$ cat config.mk
export PLATFORM = sky130hd
export DESIGN_NAME = future_round_ctrl_flat
export DESIGN_NICKNAME = d
export VERILOG_FILES = /design/src/rtl/future_round_ctrl_if.sv /design/src/rtl/future_round_ctrl.sv /design/src/flat_wrapper.sv
export SDC_FILE = /design/constraint.sdc
export NUM_CORES = 1
export LEC_CHECK = 0
export BUFFER_PORTS_ARGS = -buffer_cell sky130_fd_sc_hd__buf_4
export CORE_MARGIN = 5
export CORE_UTILIZATION = 49
export CTS_CLUSTER_SIZE = 25
export DETAILED_ROUTE_END_ITERATION = 7
export PLACE_DENSITY = 0.81
export SKIP_LAST_GASP = 1
export SYNTH_ARGS = -nofsm -noshare
export SYNTH_HDL_FRONTEND = slang
export SYNTH_SLANG_ARGS = --single-unit
$ cat constraint.sdc
create_clock -name clk -period 1.83 [get_ports clk]
set_input_delay 0.183 -clock clk [delete_from_list [all_inputs] [get_ports clk]]
set_output_delay 0.183 -clock clk [all_outputs]
set_load 0.1 [all_outputs]
$ cat src/rtl/future_round_ctrl_if.sv
// Control bundle between the FUTURE round sequencer and its surroundings.
// The block-level I/O side uses the master modport; the sequencer uses the slave modport.
interface future_round_ctrl_if #(
    parameter int CNT_W = 16
);
    logic             in_valid;
    logic             in_ready;
    logic             flush;
    logic             ld_state;
    logic             ark_en;
    logic             rnd_en;
    logic [3:0]       rnd_idx;
    logic             key_sel;
    logic             mc_bypass;
    logic             out_valid;
    logic             out_ready;
    logic             busy;
    logic [CNT_W-1:0] blk_cnt;

    modport slave (
        input  in_valid, flush, out_ready,
        output in_ready, ld_state, ark_en, rnd_en, rnd_idx, key_sel,
               mc_bypass, out_valid, busy, blk_cnt
    );

    modport master (
        output in_valid, flush, out_ready,
        input  in_ready, ld_state, ark_en, rnd_en, rnd_idx, key_sel,
               mc_bypass, out_valid, busy, blk_cnt
    );
endinterface

$ cat src/rtl/future_round_ctrl.sv
// FUTURE round sequencer: one whitening cycle, NUM_ROUNDS round cycles, then a held result.
// Control only; the datapath enables are decoded from the state and round index.
module future_round_ctrl #(
    parameter int NUM_ROUNDS = 10,
    parameter int CNT_W      = 16
) (
    input  logic                clk,
    input  logic                rst,
    future_round_ctrl_if.slave  ctrl
);
    typedef enum logic [1:0] {
        S_IDLE,
        S_WHITEN,
        S_ROUND,
        S_DONE
    } state_e;

    localparam logic [3:0] LAST_RND = 4'(NUM_ROUNDS);

    state_e           state_q, state_d;
    logic [3:0]       rnd_idx_q, rnd_idx_d;
    logic [CNT_W-1:0] blk_cnt_q, blk_cnt_d;

    always_comb begin
        // NOTE: every variable gets a default first so no path leaves it unassigned (no latch).
        state_d   = state_q;
        rnd_idx_d = rnd_idx_q;
        blk_cnt_d = blk_cnt_q;
        if (ctrl.flush) begin
            state_d   = S_IDLE;
            rnd_idx_d = '0;
        end else begin
            unique case (state_q)
                S_IDLE: begin
                    if (ctrl.in_valid) state_d = S_WHITEN;
                end
                S_WHITEN: begin
                    state_d   = S_ROUND;
                    rnd_idx_d = 4'd1;
                end
                S_ROUND: begin
                    if (rnd_idx_q < LAST_RND) begin
                        rnd_idx_d = rnd_idx_q + 4'd1;
                    end else begin
                        state_d   = S_DONE;
                        rnd_idx_d = '0;
                    end
                end
                S_DONE: begin
                    if (ctrl.out_ready) begin
                        state_d = S_IDLE;
                        if (!(&blk_cnt_q)) blk_cnt_d = blk_cnt_q + 1'b1;
                    end
                end
                default: state_d = S_IDLE;
            endcase
        end
    end

    // NOTE: sequential state uses non-blocking assignments so all registers update together.
    always_ff @(posedge clk or posedge rst) begin
        if (rst) begin
            state_q   <= S_IDLE;
            rnd_idx_q <= '0;
            blk_cnt_q <= '0;
        end else begin
            state_q   <= state_d;
            rnd_idx_q <= rnd_idx_d;
            blk_cnt_q <= blk_cnt_d;
        end
    end

    logic st_idle, st_whiten, st_round, st_done;
    assign st_idle   = (state_q == S_IDLE);
    assign st_whiten = (state_q == S_WHITEN);
    assign st_round  = (state_q == S_ROUND);
    assign st_done   = (state_q == S_DONE);

    // ld_state is masked during reset so every output shows its reset value while rst is high.
    assign ctrl.in_ready  = st_idle;
    assign ctrl.ld_state  = st_idle & ctrl.in_valid & ~ctrl.flush & ~rst;
    assign ctrl.ark_en    = st_whiten & ~ctrl.flush;
    assign ctrl.rnd_en    = st_round & ~ctrl.flush;
    assign ctrl.rnd_idx   = rnd_idx_q;
    assign ctrl.key_sel   = st_round & ~rnd_idx_q[0];
    assign ctrl.mc_bypass = st_round & (rnd_idx_q == LAST_RND);
    assign ctrl.out_valid = st_done & ~ctrl.flush;
    assign ctrl.busy      = ~st_idle;
    assign ctrl.blk_cnt   = blk_cnt_q;
endmodule

$ cat src/flat_wrapper.sv
// flat-port wrapper written by rule: the top's interface ports become plain ports
module future_round_ctrl_flat 
#(
    parameter int NUM_ROUNDS = 10,
    parameter int CNT_W      = 16
)
  (clk, rst, ctrl_in_valid, ctrl_flush, ctrl_out_ready, ctrl_in_ready, ctrl_ld_state, ctrl_ark_en, ctrl_rnd_en, ctrl_rnd_idx, ctrl_key_sel, ctrl_mc_bypass, ctrl_out_valid, ctrl_busy, ctrl_blk_cnt);
  future_round_ctrl_if #(.CNT_W(CNT_W)) ctrl_i ();
  input  logic clk;
  input  logic rst;
  input wire logic [$bits(ctrl_i.in_valid)-1:0] ctrl_in_valid;
  input wire logic [$bits(ctrl_i.flush)-1:0] ctrl_flush;
  input wire logic [$bits(ctrl_i.out_ready)-1:0] ctrl_out_ready;
  output wire logic [$bits(ctrl_i.in_ready)-1:0] ctrl_in_ready;
  output wire logic [$bits(ctrl_i.ld_state)-1:0] ctrl_ld_state;
  output wire logic [$bits(ctrl_i.ark_en)-1:0] ctrl_ark_en;
  output wire logic [$bits(ctrl_i.rnd_en)-1:0] ctrl_rnd_en;
  output wire logic [$bits(ctrl_i.rnd_idx)-1:0] ctrl_rnd_idx;
  output wire logic [$bits(ctrl_i.key_sel)-1:0] ctrl_key_sel;
  output wire logic [$bits(ctrl_i.mc_bypass)-1:0] ctrl_mc_bypass;
  output wire logic [$bits(ctrl_i.out_valid)-1:0] ctrl_out_valid;
  output wire logic [$bits(ctrl_i.busy)-1:0] ctrl_busy;
  output wire logic [$bits(ctrl_i.blk_cnt)-1:0] ctrl_blk_cnt;
  assign ctrl_i.in_valid = ctrl_in_valid;
  assign ctrl_i.flush = ctrl_flush;
  assign ctrl_i.out_ready = ctrl_out_ready;
  assign ctrl_in_ready = ctrl_i.in_ready;
  assign ctrl_ld_state = ctrl_i.ld_state;
  assign ctrl_ark_en = ctrl_i.ark_en;
  assign ctrl_rnd_en = ctrl_i.rnd_en;
  assign ctrl_rnd_idx = ctrl_i.rnd_idx;
  assign ctrl_key_sel = ctrl_i.key_sel;
  assign ctrl_mc_bypass = ctrl_i.mc_bypass;
  assign ctrl_out_valid = ctrl_i.out_valid;
  assign ctrl_busy = ctrl_i.busy;
  assign ctrl_blk_cnt = ctrl_i.blk_cnt;
  future_round_ctrl #(.NUM_ROUNDS(NUM_ROUNDS), .CNT_W(CNT_W)) u_core (.clk(clk), .rst(rst), .ctrl(ctrl_i));
endmodule
# After elaboration in Yosys (flattened, before gate mapping)

Index checks and enable logic that the tools add are counted.

Bits in writable memories: 0
Output and inout port bits: 28
Latch bits: 0
Input bits: 5
ROM bits: 0
Register bits: 22
Memories: 0
Logic and storage cells: 39

Equal/unequal tests: 7
Add/subtract/negate cells: 2
Order comparisons: 1
Div/mod/pow operators: 0
Bitwise operators: 13
Multiplexer cells: 8
Reduce and logical (&&, ||, !) cells: 5
Multipliers: 0
Shift operators: 0

Operators with widths:

| operator                                                        | count |
|---|---|
| 16-bit by 1-bit adder with 16-bit output, second input constant | 1 |
| 16-bit AND reduction                                            | 1 |
| 3-bit inequality test, second input constant                    | 3 |
| 1-bit bitwise AND                                               | 8 |
| 2-bit two-way mux                                               | 4 |
| 4-bit two-way mux                                               | 2 |
| 2-bit case mux with 4 select lines                              | 1 |
| 4-bit case mux with 2 select lines                              | 1 |
| 1-bit inverter                                                  | 5 |
| 4-bit by 1-bit adder with 4-bit output, second input constant   | 1 |
| 2-bit == test, second input constant                            | 2 |
| 4-bit == test, second input constant                            | 1 |
| 4-bit < comparator, second input constant                       | 1 |
| 4-bit AND reduction                                             | 1 |
| 3-bit AND reduction                                             | 1 |
| 3-bit nonzero test                                              | 1 |
| 2-bit by 1-bit == test with 1-bit output, second input constant | 1 |
| 2-bit logical NOT                                               | 1 |

# Depth between registers and ports, before layout

Word-level depth: 4
Mapped depth: 6
Mapped depth without buffers: 6

# Worst setup path after synthesis

Ideal clock, no wire load.

Path kind: reg2out
From: reg u_core.state_q[0]
To: out ctrl_ld_state
Buffers on the path: 0
Arrival time: 5.296 ns
Cell stages (with the launch flop): 5
Required time: 1.647 ns
Setup slack: -3.649 ns
Cell sequence: dfrtp_1 inv_1 ha_1 inv_1 nor4b_1

Cells in the longest elaborated chain, start to end: 4

RTL lines:

| what                            | line                    | text |
|---|---|---|
| from (decl)                     | future_round_ctrl.sv:20 | `state_e state_q, state_d;` |
| from (signal assigned)          | future_round_ctrl.sv:67 | `state_q <= state_d;` |
| 2-bit logical NOT               | future_round_ctrl.sv:74 | `assign st_idle = (state_q == S_IDLE);` |
| named net ctrl_in_ready         | flat_wrapper.sv:14      | `output wire logic [$bits(ctrl_i.in_ready)-1:0] ctrl_in_ready;` |
| 1-bit bitwise AND (3 in series) | future_round_ctrl.sv:81 | `assign ctrl.ld_state = st_idle & ctrl.in_valid & ~ctrl.flush & ~rst;` |
| to (decl)                       | flat_wrapper.sv:15      | `output wire logic [$bits(ctrl_i.ld_state)-1:0] ctrl_ld_state;` |

The timed path passes the listed nets, and every way through them passes these cells.

# Final worst setup path

From: reg u_core.blk_cnt_q[0] (netlist: u_core.ctrl.blk_cnt[0])
To: reg u_core.blk_cnt_q[1] (netlist: u_core.ctrl.blk_cnt[1])

Cells in the longest elaborated chain, start to end: 3
Elaborated cells between the ends (all ways): 4
Those cells by class: add/sub (1); bitwise (1); reduce/logical (2)

RTL lines:

| what                                                                                             | line                    | text |
|---|---|---|
| from (decl)                                                                                      | future_round_ctrl.sv:22 | `logic [CNT_W-1:0] blk_cnt_q, blk_cnt_d;` |
| from (signal assigned)                                                                           | future_round_ctrl.sv:69 | `blk_cnt_q <= blk_cnt_d;` |
| parallel branches: the longest is 3 deep, another holds 16-bit by 1-bit adder with 16-bit output | -                       |  |

Several ways; the timed one is not identified.
A chain may end at the register's enable or synchronous reset.

==> results_dict.tcl <==
set metrics [dict create \
    status "finished clean" \
    ir_drop_uv 1190 \
    setup_violations 0 \
    arrival_ns 1.98 \
    drc 0 \
    drive_gt1_share_pct 52.9 \
    place_congestion 0.766 \
    synth.avg_cell_area_um2 10.9 \
    postLayoutCoreUtil_pct 69.9 \
    slowest_stage "dfrtp_4" \
    io_pins 33 \
    antenna_found_initial 0 \
    clockRootBuffer "clkbuf_4" \
    grt_first_pass_wirelength_um 4710 \
    syn_to_final_growth_pct 38.7 \
    power_density_nw_per_um2 1220 \
    layout.nets 170 \
    drt_iter0_drc 35 \
    synth_cell_type_count 35 \
    cp_cell_sequence "ha_1 > nand4_1 > nor4_2 > buf_4 > nor2_1 > mux2_2" \
    clock-sinks 22 \
    grt_max_degree 23 \
    hold_violations 0 \
    drt_wl_total_um 2880 \
    grt-ovfl-total 0 \
    io_buffers 32 \
    start_util_pct 50.4 \
    tns_ns 0 \
    finalMaxSlewViolations 0 \
    rows 18 \
    endpoint_kind "flop" \
    path_clk_slew_ns 0.12 \
    viasPerCell 5.44 \
    hold_path.class "in -> reg" \
    timing.final.crit_period_ns 1.78 \
    die_y_um 60.0 \
    slowest_delay_ns 0.52 \
    ant_nets 0 \
    stdcell_count 187 \
    cts_tree "yes" \
    coreArea_um2 2430 \
    finClkSkew_ns 0.00245 \
    syn-cell-area_um2 1230 \
    clock_path_buffers 2 \
    rsz0062_at_grt "yes" \
    num_vias 1018 \
    critical_path_class "reg -> reg" \
    diodes 0 \
    crit_fanout 5 \
    cp.required_ns 2.03 \
    cap_violations 0 \
    die_w_um 60.0 \
    grt_pass1_vias 1050 \
    die_area_um2 3600 \
    numCtsBuffers 3 \
    grtUsageTotal_pct 17.5 \
    dpl.cell_count 178 \
    place_ws_ns 0.0455 \
    fmax_ghz 0.562 \
    cts_max_level 1 \
    syn-num-nets 125 \
    routedWlPerCell_um 15.4 \
    hold_slack_ns 0.169 \
    worst_setup_path_start_kind "flop" \
    setup_ws_ns 0.0513 \
    slew_headroom_pct 68.2 \
    clk-insertion-delay-late_ns 0.30 \
    yosysWarnings 0 \
    timing.final.crit_share_pct 97.2 \
    hpwl_um 2170 \
    yosysSeqAreaShare_pct 44.9 \
    ys_ff_latch 22 \
    p_leak_nw 0.822 \
    worst_pin_slew_ns 0.473 \
    synthCells 113 \
    drt_pre_antenna_iters 4 \
]
## worst max-delay path, delay by kind of cell, from the launching register on
kind                       cells  cell delay [ns]
DFF                            1             0.52
adders and majority gates      1             0.25
and+or+nand+nor                3             0.39
muxes                          1             0.35
buffers and inverters          1             0.15
## metal layers
| metal | wire length [um] | up-vias | global-route usage (%) |
|---|---|---|---|
| met1 | 1180 | 488 | 21.3 |
| met3 | 138 | 6 | 3.46 |
| met2 | 1520 | 31 | 29.0 |
| met5 | 0 | - | 0 |
| li1 | - | 493 | - |
| met4 | 44 | 0 | 8.86 |
## cell families (layout without fill, tap and decap cells)
family                   after synthesis  after routing  synth area share [%]
adder cells (fa/ha/maj)                7              7                  7.14
buffers and inverters                  7             51                  2.86
AO/OA/AOI/OAI                          8              8                  4.39
AND/OR/NAND/NOR                       51             51                  27.3
multiplexers                           3              3                  2.65
XOR/XNOR                              15             15                  10.7
flip-flops                            22             22                  44.9
## worst paths after layout
| kind | from | to | slack (ns) | depth (start not counted) |
|---|---|---|---|---|
| max | u_core.ctrl.blk_cnt[0] | u_core.ctrl.blk_cnt[1] | 0.05 | 6 |
| min | ctrl_flush | u_core.ctrl.rnd_idx[0] | 0.17 | 2 |
| max reg2reg | u_core.ctrl.blk_cnt[0] | u_core.ctrl.blk_cnt[1] | 0.05 | 6 |
| min reg2reg | u_core.ctrl.blk_cnt[15] | u_core.ctrl.blk_cnt[15] | 0.51 | 1 |
| max in group asynchronous | rst | u_core.ctrl.blk_cnt[8] | 1.10 | 4 |
| min in group asynchronous | rst | u_core.ctrl.blk_cnt[0] | 0.49 | 4 |
## cells in the final DEF, fill, tap and decap left out, types with 3 or more instances in the layout
cell / netlist / final
buf_4: 0 / 39
clkbuf_4: 0 / 3
dfrtp_1: 22 / 3
dfrtp_2: 0 / 13
dfrtp_4: 0 / 6
ha_1: 7 / 5
nand2_1: 6 / 6
nand3_1: 5 / 5
nand4_1: 7 / 7
nor2_1: 4 / 4
nor3_1: 5 / 5
o21ai_0: 4 / 4
xnor2_1: 4 / 4
xor2_1: 11 / 11
## cells in the mapped netlist
| library cell | instances | share of area (%) |
|---|---|---|
| xnor2_1 | 4 | 2.9 |
| nand2_1 | 6 | 1.8 |
| ha_1 | 7 | 7.1 |
| nor3b_2 | 1 | 1.0 |
| and2b_1 | 3 | 1.8 |
| buf_2 | 1 | 0.41 |
| o21ai_0 | 4 | 1.6 |
| nand2b_1 | 2 | 1.0 |
| nand3b_1 | 1 | 0.61 |
| o21bai_1 | 1 | 0.61 |
| inv_1 | 5 | 1.5 |
| o32ai_1 | 1 | 0.71 |
| o311a_1 | 1 | 0.82 |
| nor3_1 | 5 | 2.0 |
| mux2i_1 | 1 | 0.82 |
| nor3b_1 | 2 | 1.2 |
| nand3b_4 | 1 | 1.6 |
| xor2_1 | 11 | 7.9 |
| a21o_1 | 1 | 0.61 |
| and4b_1 | 1 | 0.82 |
| dfrtp_1 | 22 | 45 |
| nand3_1 | 5 | 2.0 |
| nor2b_1 | 1 | 0.51 |
| nor4b_1 | 3 | 2.1 |
| and3_1 | 1 | 0.51 |
| or4_4 | 1 | 0.92 |
| mux2_2 | 2 | 1.8 |
| nor3_2 | 2 | 1.6 |
| nor4_1 | 2 | 1.0 |
| nand4_1 | 7 | 3.6 |
| buf_6 | 1 | 0.92 |
| and4_1 | 1 | 0.71 |
| nor2_1 | 4 | 1.2 |
| or2_2 | 1 | 0.51 |
| and2_1 | 1 | 0.51 |
## where the power goes
group | internal, W | leakage, nW | total, W | switching, W
logic | 0.000318 | 0.537 | 0.00120 | 0.000882
registers | 0.000564 | 0.270 | 0.000653 | 0.0000892
clock network | 0.0000850 | 0.0150 | 0.000227 | 0.000142
total | 0.000966 | 0.822 | 0.00208 | 0.00111
## timing repair
item,CTS,global route
gates resized for setup,1,6
hold buffers,1,0
endpoints found under the hold margin,22,0
endpoints found under the setup margin,1,14
buffers inserted,0,4
## sequential cells by signal, summed over array words and instances (netlist names)
signal and count:
u_core.state_q 2, u_core.ctrl.blk_cnt 16, u_core.ctrl.rnd_idx 4
## through the flow
stage | area, um^2 | total power, W
after floorplan | 1310 | 0.00158
after global placement | 1600 | 0.00177
after detailed placement | 1600 | 0.00181
after CTS | 1640 | 0.00204
after global routing | 1700 | 0.00217
final | 1700 | 0.00208
## final cells by class
| type | count | area (um^2) |
|---|---|---|
| Tap cell | 30 | 37.5 |
| Inverter | 5 | 22.5 |
| Timing Repair Buffer | 42 | 325 |
| Clock buffer | 4 | 26.3 |
| Sequential cell | 22 | 589 |
| Fill cell | 189 | 732 |
| Multi-Input combinational cell | 84 | 699 |
Note: power is estimated with default switching activity, not from simulation.
